## src/rtl/pipe_pkg.sv

```systemverilog
// Shared pipeline control definitions: bubble codes, PC select codes,
// hazard controller state encodings and the load-use decode helper.
package pipe_pkg;

    typedef logic [1:0] bub_t;

    localparam bub_t BUB_RUN     = 2'd0;
    localparam bub_t BUB_HOLD    = 2'd1;
    localparam bub_t BUB_FLUSH   = 2'd2;
    localparam bub_t BUB_CP0KILL = 2'd3;

    typedef logic [1:0] pcsel_t;

    localparam pcsel_t PC_SEQ = 2'd0;
    localparam pcsel_t PC_EXC = 2'd1;
    localparam pcsel_t PC_EPC = 2'd2;

    typedef enum logic [1:0] {
        ST_RUN       = 2'd0,
        ST_MD_BUSY   = 2'd1,
        ST_EXC_DRAIN = 2'd2
    } hz_state_e;

    // A load in EX whose destination is read by the instruction in ID.
    // Register 0 is hardwired to zero, so it never creates a dependency.
    function automatic logic load_use_hit(
        input logic       memrd,
        input logic [4:0] rw,
        input logic [4:0] rs,
        input logic [4:0] rt,
        input logic       use_rs,
        input logic       use_rt
    );
        return memrd && (rw != 5'd0) &&
               ((use_rs && (rs == rw)) || (use_rt && (rt == rw)));
    endfunction

endpackage

```

## src/rtl/pipe_hazard_ctrl_md_sequencer.sv

```systemverilog
// Mult/div occupancy tracker: counts the remaining busy cycles of the
// HI/LO owner and reports busy, done and abort for the current cycle.
module md_sequencer
    import pipe_pkg::*;
#(
    parameter int MD_LAT = 32
) (
    input  logic      clk,
    input  logic      rst_n,
    input  hz_state_e i_state,
    input  logic      i_start,
    input  logic      i_kill,
    output logic      o_md_busy,
    output logic      o_md_done,
    output logic      o_md_abort,
    output logic      o_cnt_zero
);

    localparam int CW = $clog2(MD_LAT + 1);

    logic [CW-1:0] r_md_cnt;
    logic          w_active;

    assign w_active   = (i_state == ST_MD_BUSY);
    assign o_cnt_zero = (r_md_cnt == '0);
    assign o_md_busy  = w_active && !i_kill;
    assign o_md_done  = w_active && !i_kill && o_cnt_zero;
    assign o_md_abort = w_active && i_kill;

    // Load the latency on an accepted start, count down while busy, clear on kill.
    always_ff @(posedge clk or negedge rst_n) begin
        if (!rst_n) begin
            r_md_cnt <= '0;
        end else if (i_kill) begin
            r_md_cnt <= '0;
        end else if (i_start) begin
            r_md_cnt <= CW'(MD_LAT - 1);
        end else if (w_active && !o_cnt_zero) begin
            r_md_cnt <= r_md_cnt - CW'(1);
        end
    end

endmodule

```

## src/rtl/pipe_hazard_ctrl.sv

```systemverilog
// Central stall/flush scheduler for the 5-stage pipeline. Decodes load-use
// and HI/LO hazards, tracks exception drain, and drives the bubble code of
// every pipeline register plus the PC redirect select.
module pipe_hazard_ctrl
    import pipe_pkg::*;
#(
    parameter int MD_LAT    = 32,
    parameter int DRAIN_CYC = 1
) (
    input  logic       clk,
    input  logic       rst_n,
    input  logic [4:0] i_id_rs,
    input  logic [4:0] i_id_rt,
    input  logic       i_id_use_rs,
    input  logic       i_id_use_rt,
    input  logic       i_id_hilo_use,
    input  logic       i_ex_memrd,
    input  logic [4:0] i_ex_rw,
    input  logic       i_ex_md_start,
    input  logic       i_mem_exc,
    input  logic       i_mem_eret,
    output logic [1:0] o_if_bubble,
    output logic [1:0] o_id_bubble,
    output logic [1:0] o_ex_bubble,
    output logic [1:0] o_mem_bubble,
    output logic [1:0] o_wr_bubble,
    output logic [1:0] o_pc_sel,
    output logic       o_md_busy,
    output logic       o_md_done,
    output logic       o_md_abort
);

    localparam int DW = $clog2(DRAIN_CYC + 1);

    hz_state_e     r_state;
    hz_state_e     w_next_state;
    logic [DW-1:0] r_drain_cnt;

    logic w_load_use;
    logic w_hilo_stall;
    logic w_md_start;
    logic w_md_busy;
    logic w_md_done;
    logic w_md_abort;
    logic w_md_cnt_zero;
    logic w_drain_zero;

    assign w_load_use   = load_use_hit(i_ex_memrd, i_ex_rw, i_id_rs, i_id_rt,
                                       i_id_use_rs, i_id_use_rt);
    assign w_hilo_stall = (r_state == ST_MD_BUSY) && i_id_hilo_use;
    assign w_md_start   = i_ex_md_start && !i_mem_exc && !i_mem_eret &&
                          (r_state != ST_EXC_DRAIN);
    assign w_drain_zero = (r_drain_cnt == '0);

    md_sequencer #(
        .MD_LAT (MD_LAT)
    ) u_md_seq (
        .clk        (clk),
        .rst_n      (rst_n),
        .i_state    (r_state),
        .i_start    (w_md_start),
        .i_kill     (i_mem_exc),
        .o_md_busy  (w_md_busy),
        .o_md_done  (w_md_done),
        .o_md_abort (w_md_abort),
        .o_cnt_zero (w_md_cnt_zero)
    );

    // State register; reset discards any running mult/div silently.
    always_ff @(posedge clk or negedge rst_n) begin
        if (!rst_n) begin
            r_state <= ST_RUN;
        end else begin
            r_state <= w_next_state;
        end
    end

    // Drain counter: reloaded by every exception, counts down while draining.
    always_ff @(posedge clk or negedge rst_n) begin
        if (!rst_n) begin
            r_drain_cnt <= '0;
        end else if (i_mem_exc) begin
            r_drain_cnt <= DW'(DRAIN_CYC - 1);
        end else if ((r_state == ST_EXC_DRAIN) && !w_drain_zero) begin
            r_drain_cnt <= r_drain_cnt - DW'(1);
        end
    end

    // Next-state logic: exceptions dominate, then mult/div start and completion.
    always_comb begin
        w_next_state = r_state;
        case (r_state)
            ST_RUN: begin
                if (i_mem_exc) begin
                    w_next_state = ST_EXC_DRAIN;
                end else if (w_md_start) begin
                    w_next_state = ST_MD_BUSY;
                end
            end
            ST_MD_BUSY: begin
                if (i_mem_exc) begin
                    w_next_state = ST_EXC_DRAIN;
                end else if (w_md_start) begin
                    w_next_state = ST_MD_BUSY;
                end else if (w_md_cnt_zero) begin
                    w_next_state = ST_RUN;
                end
            end
            ST_EXC_DRAIN: begin
                if (i_mem_exc) begin
                    w_next_state = ST_EXC_DRAIN;
                end else if (w_drain_zero) begin
                    w_next_state = ST_RUN;
                end
            end
            default: begin
                w_next_state = ST_RUN;
            end
        endcase
    end

    // Priority mux of bubble codes and PC select; everything is quiet in reset.
    always_comb begin
        o_if_bubble  = BUB_RUN;
        o_id_bubble  = BUB_RUN;
        o_ex_bubble  = BUB_RUN;
        o_mem_bubble = BUB_RUN;
        o_wr_bubble  = BUB_RUN;
        o_pc_sel     = PC_SEQ;
        o_md_busy    = 1'b0;
        o_md_done    = 1'b0;
        o_md_abort   = 1'b0;
        if (rst_n) begin
            o_md_busy  = w_md_busy;
            o_md_done  = w_md_done;
            o_md_abort = w_md_abort;
            if (i_mem_exc) begin
                o_if_bubble  = BUB_FLUSH;
                o_id_bubble  = BUB_FLUSH;
                o_ex_bubble  = BUB_FLUSH;
                o_mem_bubble = BUB_FLUSH;
                o_pc_sel     = PC_EXC;
            end else if (r_state == ST_EXC_DRAIN) begin
                o_wr_bubble = BUB_CP0KILL;
            end else if (i_mem_eret) begin
                o_if_bubble = BUB_FLUSH;
                o_id_bubble = BUB_FLUSH;
                o_ex_bubble = BUB_FLUSH;
                o_pc_sel    = PC_EPC;
            end else if (w_hilo_stall || w_load_use) begin
                o_if_bubble = BUB_HOLD;
                o_id_bubble = BUB_FLUSH;
            end
        end
    end

endmodule
```

## config.mk

```make
export PLATFORM = sky130hd
export DESIGN_NAME = pipe_hazard_ctrl
export DESIGN_NICKNAME = d
export VERILOG_FILES = /design/src/rtl/pipe_pkg.sv /design/src/rtl/pipe_hazard_ctrl_md_sequencer.sv /design/src/rtl/pipe_hazard_ctrl.sv
export SDC_FILE = /design/constraint.sdc
export NUM_CORES = 1
export LEC_CHECK = 0
export ABC_AREA = 1
export BUFFER_PORTS_ARGS = -buffer_cell sky130_fd_sc_hd__buf_2
export CORE_MARGIN = 3
export CORE_UTILIZATION = 40
export DETAILED_ROUTE_END_ITERATION = 8
export PLACE_DENSITY = 0.76
export SYNTH_ARGS = -nofsm -noshare
export SYNTH_HDL_FRONTEND = slang
export SYNTH_SLANG_ARGS = --single-unit
```

## constraint.sdc

```tcl
create_clock -name clk -period 2.8 [get_ports clk]
set_clock_uncertainty 0.15 [all_clocks]
set_input_delay 0.28 -clock clk [delete_from_list [all_inputs] [get_ports clk]]
set_output_delay 0.28 -clock clk [all_outputs]
set_load 0.005 [all_outputs]
```

==> results list, run 1 <==
* Outcome: finished clean
- TritonCTS built the clock tree.
- The startpoint identified for the worst hold timing path is i_mem_exc.
- Layout Nets: 215
- Die Area: 2844 sq um
* Post-CTS Setup Bufs: 0
- During synthesis, Yosys emitted a total of 0 warnings.
- For the worst setup path, the data required time is 2.37 ns.
- Number of placement rows: 16
- The tree is rooted in a sky130_fd_sc_hd__clkbuf_4.
- The via count of the first global-routing pass is 863.
* Post-route insts no fill: 215
* Number of cells after detailed placement: 210
- Using the TritonRoute via totals, the vias-per-cell ratio works out to 4.577.
* Worst slack at placement: 1.181 ns
- The core region is 2042 sq um.
* Number of cells produced by synthesis: 152
* Starting Density: 43.87%
- Endpoint class of the critical path: output port
- Detailed placement ended at an HPWL of 1738 um.
- Sequential group share of total power: 34.0%
* Max-slew violations: 0
- Worst setup SP type: input port
- Final worst-path setup slack: 0.7364 ns
- Worst hold path class: in -> reg
- First-pass GRT wire length: 3470 um
- From synthesis to final layout, the design area changed by 23.18%.
* Drt total wl: 2087 um
- In the final layout, the share of cells above drive strength 1 is 25.53%.
- The congestion estimate from routability-driven global placement came to 0.7748.
* Post-Route Hold Slack: 0.1881 ns
- Power per cell area: 496.7 nW/um^2
* Fillers: 223
- Routed len/inst: 9.707 um
- Post-synthesis register bit count: 9
* Number of endpoints failing setup at the final stage: 0
- Hold-critical path depth: 3
* Standard cell area after detailed placement: 1067 sq um
* Antenna fix cells: 0
- Number of max-cap violations: 0
* Highest Clock Rate: 484.6 MHz
- For this block, the via count after detailed routing is 984.
- The clock drives 9 sinks.
- Arrival time at the worst endpoint: 1.63 ns
* Critical path type: in -> out
- Along the worst path, the maximum fanout reaches 13.
- Share of the yosys chip area belonging to registers: 25.14%
* Unique masters post-synth: 20
- Measured in cells, the most critical reg-to-reg path has a length of 7.
* Final critical path time including I/O delays and setup: 2.064 ns
- Unrepaired setup endpoints after global routing: false
- Netlist area before placement: 895.9 sq um
* Final hold viol count: 0
- Leak Pwr: 0.6690 nW
- Origin of the worst setup path: rst_n
* Final setup TNS: 0 ns
- Design area: 1104 sq um
* Antenna-violating nets left: 0
* Cts bufs inserted: 3
- The number of antenna violations at the first check in global routing was 0.
* Highest ir drop seen on vdd: 349.5 uV
* Max Root-Sink Buffers: 2
- The count of buffers added on input and output ports is 35.
- Total grt overflow: 0
* Die Width: 53.33 um
* Internal power: 0.0003141 W
- Reg-to-reg critical path startpoint: u_md_seq.r_md_cnt[0]$_DFFE_PN0P_
* DRC violation count after routing: 0
- Clock-pin transition on the worst setup and hold timing paths: 0.06 ns
- 39 I/O pins were placed.
- The final critical path takes up 73.70% of the cycle.
- Avg Cell Area, Syn: 5.894 sq um
* Chip Height: 53.33 um
- At the later pin of the worst-skew pair, clock insertion delay measures 0.26 ns.
- Number of detailed-routing iterations run before antenna repair: 4
- In this run switching power makes up 42.69% of total power.
* Proportion of power drawn by combinational gates: 47.8%
- Entering global routing, the biggest net connects 14 pins.
* Violation count after the first detailed-route iteration: 17
- Part of the power in the clock network: 18.2%
- Global router's overall resource usage: 16.33%
- P_sw: 0.0002340 W
* Clock H-tree levels: 1
[logic make-up (layout without fill, tap and decap cells)]
| group | Yosys count | count (layout) | share of synthesized area (%) |
|---|---|---|---|
| AO/OA/AOI/OAI | 18 | 18 | 10.89 |
| XOR/XNOR | 1 | 1 | 0.9778 |
| adder cells (fa/ha/maj) | 2 | 2 | 2.793 |
| buffers and inverters | 36 | 70 | 17.60 |
| flip-flops | 9 | 9 | 25.14 |
| other | 1 | 3 | 0.4186 |
| AND/OR/NAND/NOR | 85 | 85 | 42.18 |
[metrics by stage]
stage	utilization, %	total power (W)
after floorplan	-	0.0003741
after global placement	52.27	0.0004292
after detailed placement	52.27	0.0004439
after CTS	54.04	0.0005498
after global routing	54.04	0.0005989
final	54.04	0.0005481
[worst max-delay path, stage by stage]
cell and delay [ns]:
sky130_fd_sc_hd__dlygate4sd3_1 0.52, sky130_fd_sc_hd__buf_2 0.27, sky130_fd_sc_hd__inv_1 0.08, sky130_fd_sc_hd__o21ai_0 0.26, sky130_fd_sc_hd__inv_1 0.06, sky130_fd_sc_hd__nand2_1 0.06, sky130_fd_sc_hd__buf_2 0.10
[layout by cell type (no fill, tap or decap), types with 2 or more instances in the layout]
cell type and instances:
sky130_fd_sc_hd__inv_2 3, sky130_fd_sc_hd__buf_2 35, sky130_fd_sc_hd__nor2_4 2, sky130_fd_sc_hd__nand4_1 2
sky130_fd_sc_hd__nor3_1 3, sky130_fd_sc_hd__o211ai_1 2, sky130_fd_sc_hd__clkbuf_4 3, sky130_fd_sc_hd__nand2_1 46
sky130_fd_sc_hd__o22ai_1 2, sky130_fd_sc_hd__o21ai_0 9, sky130_fd_sc_hd__inv_1 27, sky130_fd_sc_hd__ha_1 2
sky130_fd_sc_hd__a21oi_1 5, sky130_fd_sc_hd__nor2_1 18, sky130_fd_sc_hd__nand2_2 2, sky130_fd_sc_hd__conb_1 3
sky130_fd_sc_hd__dfrtp_1 9, sky130_fd_sc_hd__nand3_1 9, sky130_fd_sc_hd__nor2_2 2
[per-layer routing]
layer  track usage [%]  routed length (um)
met2             26.73                 950
met5                 0                   0
met4             3.830                   8
met3             5.352                 128
met1             20.48                 999
[sequential cells by signal, indices dropped and copies added (netlist names)]
register	cells
r_state	2
r_drain_cnt	1
u_md_seq.r_md_cnt	6
[power groups by stage]
stage	clock [W]	sequential [W]	combinational, W
2_1_floorplan	0	0.000182	0.000192
3_3_place_gp	0	0.000186	0.000243
3_5_place_dp	0	0.000188	0.000256
4_1_cts	0.000104	0.000186	0.000260
5_1_grt	0.000111	0.000190	0.000299
6_report	0.0000998	0.000186	0.000262
[worst paths after layout]
| path | to | slack (ns) |
|---|---|---|
| setup reg to reg | u_md_seq.r_md_cnt[0]$_DFFE_PN0P_ | 1.22 |
| hold reg to reg | r_drain_cnt$_DFFE_PN0P_ | 0.38 |
| hold / removal | r_state[1]$_DFFE_PN0P_ | 0.19 |
| max in group asynchronous | r_state[1]$_DFFE_PN0P_ | 2.02 |
| min in group asynchronous | r_drain_cnt$_DFFE_PN0P_ | 0.27 |
| setup / recovery | o_id_bubble[1] | 0.74 |
[area by class of cell]
type	count	area, sq um	area share (%)
Tap cell	27	33.78	3.061
Inverter	30	112.6	10.20
Sequential cell	9	225.2	20.41
Timing Repair Buffer	36	185.2	16.78
Clock buffer	4	26.28	2.381
Multi-Input combinational cell	109	520.5	47.17
[cell usage after synthesis (all sizes together)]
cell,instances,area share [%]
nand2,48,21
inv,30,13
nor2,22,11
nand3,10,7.0
dfrtp,9,25
o21ai,9,5.0
buf,6,5.0
a21oi,5,2.8
nor3,3,1.7
ha,2,2.8
nand4,2,1.4
o211ai,2,1.7
o22ai,2,1.4
conb,1,0.42
xor2,1,0.98
[timing repair]
action	CTS	global route
hold buffers	1	0
hold endpoints to repair	9	0
resized for setup	0	0
No activity file was read; power rests on OpenSTA's default activity.
==> inputs of run 2 (changes only) <==
Clock period 2.8 ns to 1.9 ns, I/O delays scaled along.
==> run 2 against run 1 <==
Compared with the run above:
- global-route usage is 0.87 points higher
- sequential power rose by 47%
- sequential share of layout area shrank 0.092 points
- non-clock buffer count unchanged
- critical endpoint is now o_md_done
==> results list, run 2 (synthesis results as in run 1) <==
- Number of detailed-routing iterations run before antenna repair: 4 (unchanged)
- The post-placement cell count came to 210 (unchanged).
* Fillers: 205 (-8.1%)
- The die span in y was 53.33 um (unchanged).
* Violation count after the first detailed-route iteration: 23 (+6)
* Area growth from synthesis to final layout: 23.74%
- Leaving out fill and tap cells, the most frequent cell in the layout is sky130_fd_sc_hd__nand2_1.
- The detailed placement HPWL is 1754 um (+0.94%).
- After layout, the minimum clock period comes to 1.726 ns.
- Core area: 2042 sq um (unchanged)
- Required time at the worst-slack endpoint: 1.56 ns (-0.81 ns)
- The slowest stage of the critical path is the sky130_fd_sc_hd__dfrtp_1 cell.
- Final worst path period share: 90.86%
* Largest registers ranked by flip-flop count: u_md_seq.r_md_cnt (6), r_state (2), r_drain_cnt (1)
* Final hold viol count: 0 (unchanged)
- Routability Congestion: 0.7754 (about the same)
- Via count of the first global-routing pass: 880 (+2.0%)
- TritonCTS built the clock tree.
- Unrepaired setup endpoints after global routing: false
- The number of vias after detailed routing is 1,006 (+2.2%).
- Worst hold path class: in -> reg
- The post-detailed-route count of antenna-violating nets was 0 (unchanged).
- The CTS clock-pin slew for the worst setup and hold paths came to 0.06 ns (about the same).
- Highest-count cells in the layout ignoring fill and taps: sky130_fd_sc_hd__nand2_1 (46), sky130_fd_sc_hd__buf_2 (35), sky130_fd_sc_hd__inv_1 (26), sky130_fd_sc_hd__nor2_1 (18)
* Top register by number of flip-flops: u_md_seq.r_md_cnt
- Starting Density: 43.87% (unchanged)
- Max FFs per register: 6 (unchanged)
- Longest individual stage delay on the worst path: 0.36 ns (-0.16 ns)
- The leakage power was 0.6723 nW (+0.48%).
- Post-route insts no fill: 215 (unchanged)
* Top-level I/O count: 39 (unchanged)
- The area of the die is 2844 sq um (unchanged).
* Max Root-Sink Buffers: 2 (unchanged)
- Number of buffer and inverter stages on the critical path: 2 (-3)
- The largest net degree at the start of global routing came to 11 (-3).
- Arrival time at the worst endpoint: 1.39 ns (-0.24 ns)
- Final setup TNS: 0 ns (unchanged)
- The first-pass GRT wire length came to 3463 um (-0.20%).
- The fraction of layout cells with a size suffix above 1 is 27.13% (+1.6 points).
- Routed len/inst: 9.949 um (+2.5%)
- The post-detailed-routing wire length is 2139 um (+2.5%).
- Among cell families on the critical path, the largest total delay comes from flip-flops.
- Highest Clock Rate: 579.3 MHz
* Initial antenna violation count: 0 (unchanged)
- The worst IR drop on VDD was 588.0 uV (+68%).
- The number of port buffers is 35 (unchanged).
- Series of cell instances along the critical path: inv_1 > ha_1 > nand4_1 > nor3_1 > buf_2
- The worst reg-to-reg path cell count came to 7 (unchanged).
- The all-layer global routing usage came to 17.20% (+0.87 points).
- Root cell of the clock tree: sky130_fd_sc_hd__clkbuf_4
- The max-capacitance violation count is 0 (unchanged).
- The detail-routed via count per cell is 4.679 (+2.2%).
* Max-slew violations: 0 (unchanged)
- STA classifies the critical path startpoint as a register.
- The clock net sink count was 9 (unchanged).
* Hold-critical path depth: 3 (unchanged)
* Outcome: finished clean
- Number of placement rows: 16 (unchanged)
- Die Width: 53.33 um (unchanged)
* Post-CTS Setup Bufs: 0 (unchanged)
- The post-layout net count is 215 (unchanged).
* Number of endpoints failing setup at the final stage: 0 (unchanged)
- Clock latency on the worst-skew pair: 0.27 ns (about the same)
- The worst setup path is of the reg -> out kind.
- The number of inserted diodes came to 0 (unchanged).
- Power per cell area: 727.5 nW/um^2 (+46%)
* Total grt overflow: 0 (unchanged)
- DRC violation count after routing: 0 (unchanged)
- Endpoint class of the critical path: output port
* Clock H-tree levels: 1 (unchanged)
* Worst Path Max Fanout: 6 (-7)
- The TritonCTS buffer count is 3 (unchanged).
- Cell depth of the worst setup path: 5 (-2)
-- run 2: cell types whose count changed in the layout (fill, tap and decap cells not counted), sizes merged --
cell,change
clkbuf,-1
clkinv,+1
-- run 2: final timing paths --
| path | startpoint | to | slack (ns) |
|---|---|---|---|
| worst max-delay path | u_md_seq.r_md_cnt[0]$_DFFE_PN0P_ | o_md_done | 0.17 |
| worst min-delay path | i_mem_exc | r_state[1]$_DFFE_PN0P_ | 0.08 |
| worst max register to register | u_md_seq.r_md_cnt[0]$_DFFE_PN0P_ | u_md_seq.r_md_cnt[2]$_DFFE_PN0P_ | 0.32 |
| worst min register to register | r_drain_cnt$_DFFE_PN0P_ | r_drain_cnt$_DFFE_PN0P_ | 0.37 |
| max in group asynchronous | rst_n | u_md_seq.r_md_cnt[3]$_DFFE_PN0P_ | 1.00 |
| min in group asynchronous | rst_n | u_md_seq.r_md_cnt[2]$_DFFE_PN0P_ | 0.30 |
-- run 2: tightest hold or removal path, cell delays in order --
cell and delay (ns):
sky130_fd_sc_hd__buf_2 0.14, sky130_fd_sc_hd__o21ai_0 0.07, sky130_fd_sc_hd__nand2_1 0.06
-- run 2: metal layers --
metal	global-route usage, %	wire (um)	vias to the layer above
met5	0	0	-
met3	5.915	184	5
li1	-	-	534
met1	20.95	962	430
met2	25.92	954	37
met4	9.787	38	0
-- run 2: timing repair --
action                                 4_1_cts  5_1_grt
resized for setup                            0        3
hold buffers                                 1        0
endpoints found under the hold margin        9        0
setup endpoints to repair                    0        3
-- run 2: layout make-up --
type                       instances  area (sq um)  area share (%)
inverter                          30         112.6           10.16
clock buffer                       3         22.52           2.032
tap                               27         33.78           3.047
timing repair buffer              36         185.2           16.70
multi-input combinational        109         524.3           47.29
clock inverter                     1         5.005          0.4515
sequential                         9         225.2           20.32
-- run 2: per-stage QoR --
step | instance area (sq um) | util [%] | total power, W | hold WS (ns) | setup WS, ns
6_report | 1109 | 54.29 | 0.0008064 | 0.07709 | 0.1737
2_1_floorplan | 903.4 | - | 0.0005513 | -0.2556 | 0.4358
3_3_place_gp | 1067 | 52.27 | 0.0006318 | -0.07636 | 0.4113
4_1_cts | 1105 | 54.11 | 0.0008101 | 0.07113 | 0.04487
5_1_grt | 1109 | 54.29 | 0.0008900 | 0.09954 | 0.03920
3_5_place_dp | 1067 | 52.27 | 0.0006480 | -0.07565 | 0.3511
-- run 2: report_power, final --
| part | internal (W) | switching, W |
|---|---|---|
| Sequential | 0.000238 | 0.0000362 |
| Combinational | 0.000143 | 0.000236 |
| Clock | 0.0000781 | 0.0000748 |
| Total | 0.000459 | 0.000347 |
==> inputs of run 3 (changes only) <==
==> constraint.sdc (replaced) <==
create_clock -name clk -period 1.9 [get_ports clk]
set_clock_uncertainty 0.15 [all_clocks]
set_input_delay 0.19 -clock clk [delete_from_list [all_inputs] [get_ports clk]]
set_output_delay 0.19 -clock clk [all_outputs]
set_load 0.01 [all_outputs]
==> run 3 against run 2 <==
Compared with the run above:
- via count down 0.30%
- sequential share of layout area about the same
- combinational power up 2%
- hold slack better by 0.020 ns
- flip-flop and latch count unchanged
- final cell count unchanged
- fmax down 1.9%
- utilization down 0.061 points
- non-clock buffer count unchanged
- cell area down 0.11%
- global-route usage down 0.26 points
==> results list, run 3 (synthesis results as in run 1) <==
* Max Root-Sink Buffers: 2 (unchanged)
* Antenna fix cells: 0 (unchanged)
- Largest net degree at the start of global routing: 11 (unchanged)
* Reg2Reg Depth: 7 (unchanged)
- The post-detailed-route count of antenna-violating nets was 0 (unchanged).
* Final hold viol count: 0 (unchanged)
- The detail-routed via count per cell is 4.665 (-0.30%).
- Starting Density: 43.87% (unchanged)
- The worst setup path is captured at an output port.
- The post-route cell area is 1107 sq um (-0.11%).
- Worst Path Max Fanout: 6 (unchanged)
- The area of the placeable core was 2042 sq um (unchanged).
* Post-Route Hold Slack: 0.09710 ns (+0.02001 ns)
* Max-slew violations: 0 (unchanged)
- Number of max-cap violations: 0 (unchanged)
* DRC violation count after routing: 0 (unchanged)
- Worst hold path class: in -> reg
- Outcome: finished clean
- The via count of the first global-routing pass was 893 (+1.5%).
- Standard cell area after detailed placement: 1067 sq um (unchanged)
* Total grt overflow: 0 (unchanged)
- Cts bufs inserted: 3 (unchanged)
* Drt total wl: 2122 um (-0.79%)
* Clock-pin transition on the worst setup and hold timing paths: 0.07 ns (about the same)
* Detail Placement HPWL: 1765 um (+0.63%)
- Root cell of the clock tree: sky130_fd_sc_hd__clkbuf_4
- Share of post-route cells with drive strength above 1: 26.06% (-1.1 points)
* Critical path type: reg -> out
- Met2 Routed Length: 991 um (+3.9%)
* Critical hold path startpoint: i_mem_exc
* Routability Congestion: 0.7485 (-3.5%)
- Crit path max-delay cell type: sky130_fd_sc_hd__dfrtp_1
- Highest ir drop seen on vdd: 546.5 uV (-7.0%)
* Highest Clock Rate: 568.1 MHz (-1.9%)
- Highest-count cells in the layout ignoring fill and taps: sky130_fd_sc_hd__nand2_1 (46), sky130_fd_sc_hd__buf_2 (35), sky130_fd_sc_hd__inv_1 (27), sky130_fd_sc_hd__nor2_1 (18)
- The final-report setup violation count was 0 (unchanged).
* CTS sink cnt: 9 (unchanged)
- Violation count after the first detailed-route iteration: 40 (+74%)
* Topmost layer with routed signal wires: met4
- In this run the worst setup path begins at u_md_seq.r_md_cnt[0]$_DFFE_PN0P_.
- Critical path endpoint: o_md_done
- Final critical path time including I/O delays and setup: 1.760 ns (+0.03377 ns)
* Max FFs per register: 6 (unchanged)
- The cell count along the critical path was 5 (unchanged).
- The average wire length per cell after detail routing is 9.870 um (-0.79%).
- Worst path top cell family by delay: flip-flops
- Post-CTS Setup Bufs: 0 (unchanged)
- The endpoint identified for the worst register-to-register timing path is u_md_seq.r_md_cnt[0]$_DFFE_PN0P_.
* Area growth from synthesis to final layout: 23.60%
- The delay of the slowest cell on the worst path was 0.36 ns (about the same).
- Unrepaired setup endpoints after global routing: false
- Leaving out fill and tap cells, the most frequent cell in the layout is sky130_fd_sc_hd__nand2_1.
- Final worst path period share: 92.64% (+1.8 points)
- The arrival time at the worst endpoint came to 1.42 ns (+0.03 ns).
- Number of buffers inserted by port buffering: 35 (unchanged)
* Final setup TNS: 0 ns (unchanged)
* First-pass GRT wire length: 3553 um (+2.6%)
- The worst setup slack after layout came to 0.1399 ns (-0.03377 ns).
- The post-layout net count came to 215 (unchanged).
- Worst setup SP type: register
* Routed via count: 1,003 (-0.30%)
* Setup slack of the most critical reg-to-reg path: 0.29 ns (-0.03 ns)
- The wire length on met1 came to 966 um (+0.42%).
- Chip Height: 53.33 um (unchanged)
- Leak Pwr: 0.6705 nW (-0.27%)
- TritonCTS built the clock tree.
* Number of buffer and inverter stages on the critical path: 2 (unchanged)
- Global router's overall resource usage: 16.94% (-0.26 points)
* Die Area: 2844 sq um (unchanged)
- The die extent in x came to 53.33 um (unchanged).
- Series of cell instances along the critical path: inv_1 > ha_1 > nand4_1 > nor3_1 > buf_2
* Largest registers ranked by flip-flop count: u_md_seq.r_md_cnt (6), r_state (2), r_drain_cnt (1)
- The total number of H-tree levels came to 1 (unchanged).
- In this run the critical register-to-register path is launched from u_md_seq.r_md_cnt[0]$_DFFE_PN0P_.
- The site row count came to 16 (unchanged).
- Power per cell area: 734.1 nW/um^2 (+0.90%)
* Required time at the worst-slack endpoint: 1.56 ns (about the same)
- The number of top-level design ports is 39 (unchanged).
- The routed length on met3 came to 157 um (-15%).
- The worst slack at placement came to 0.3108 ns (-0.04026 ns).
- Clock latency on the worst-skew pair: 0.27 ns (about the same)
- The count of TritonRoute iterations in the first routing pass came to 4 (unchanged).
- The register with the most flip-flops in the final layout is u_md_seq.r_md_cnt.
* Initial antenna violation count: 0 (unchanged)
## run 3: worst min path at each step
stage	cells past startpoint	end
after floorplan	0	r_drain_cnt$_DFFE_PN0P_
after global placement	1	u_md_seq.r_md_cnt[2]$_DFFE_PN0P_
after detailed placement	1	u_md_seq.r_md_cnt[2]$_DFFE_PN0P_
after CTS	3	r_state[1]$_DFFE_PN0P_
after global routing	3	r_state[1]$_DFFE_PN0P_
final	3	r_state[1]$_DFFE_PN0P_
## run 3: worst min-delay path, delay by kind of cell
kind	cells	cell delay (ns)
AO/OA/AOI/OAI	1	0.08
buffers and inverters	1	0.14
AND/OR/NAND/NOR	1	0.06
## run 3: metal layers
metal	up-vias	GRT usage, %
li1	534	-
met1	433	21.02
met2	33	28.98
met3	3	5.070
met4	0	2.553
met5	-	0
## run 3: timing repair
action                                 in CTS  in global routing
gates resized for setup                     0                  2
endpoints found under the hold margin       9                  0
hold buffers                                1                  0
setup endpoints to repair                   0                  3
## run 3: through the flow
step	power, W	utilization, %	std cells
final	0.0008128	54.23	215
after floorplan	0.0005587	-	154
after CTS	0.0008099	54.04	215
after global placement	0.0006396	52.27	210
after detailed placement	0.0006561	52.27	210
after global routing	0.0008956	54.23	215
## run 3: cell type report
class | instances | area (sq um)
fill | 205 | 934.6
multi-input combinational | 109 | 524.3
sequential | 9 | 225.2
timing repair buffer | 36 | 185.2
inverter | 30 | 112.6
tap | 27 | 33.78
clock buffer | 4 | 26.28
## run 3: where the power goes
group	leakage, nW	switching (W)	internal [W]
sequential	0.117	0.0000372	0.000238
combinational	0.538	0.000243	0.000144
clock	0.0150	0.0000698	0.0000810
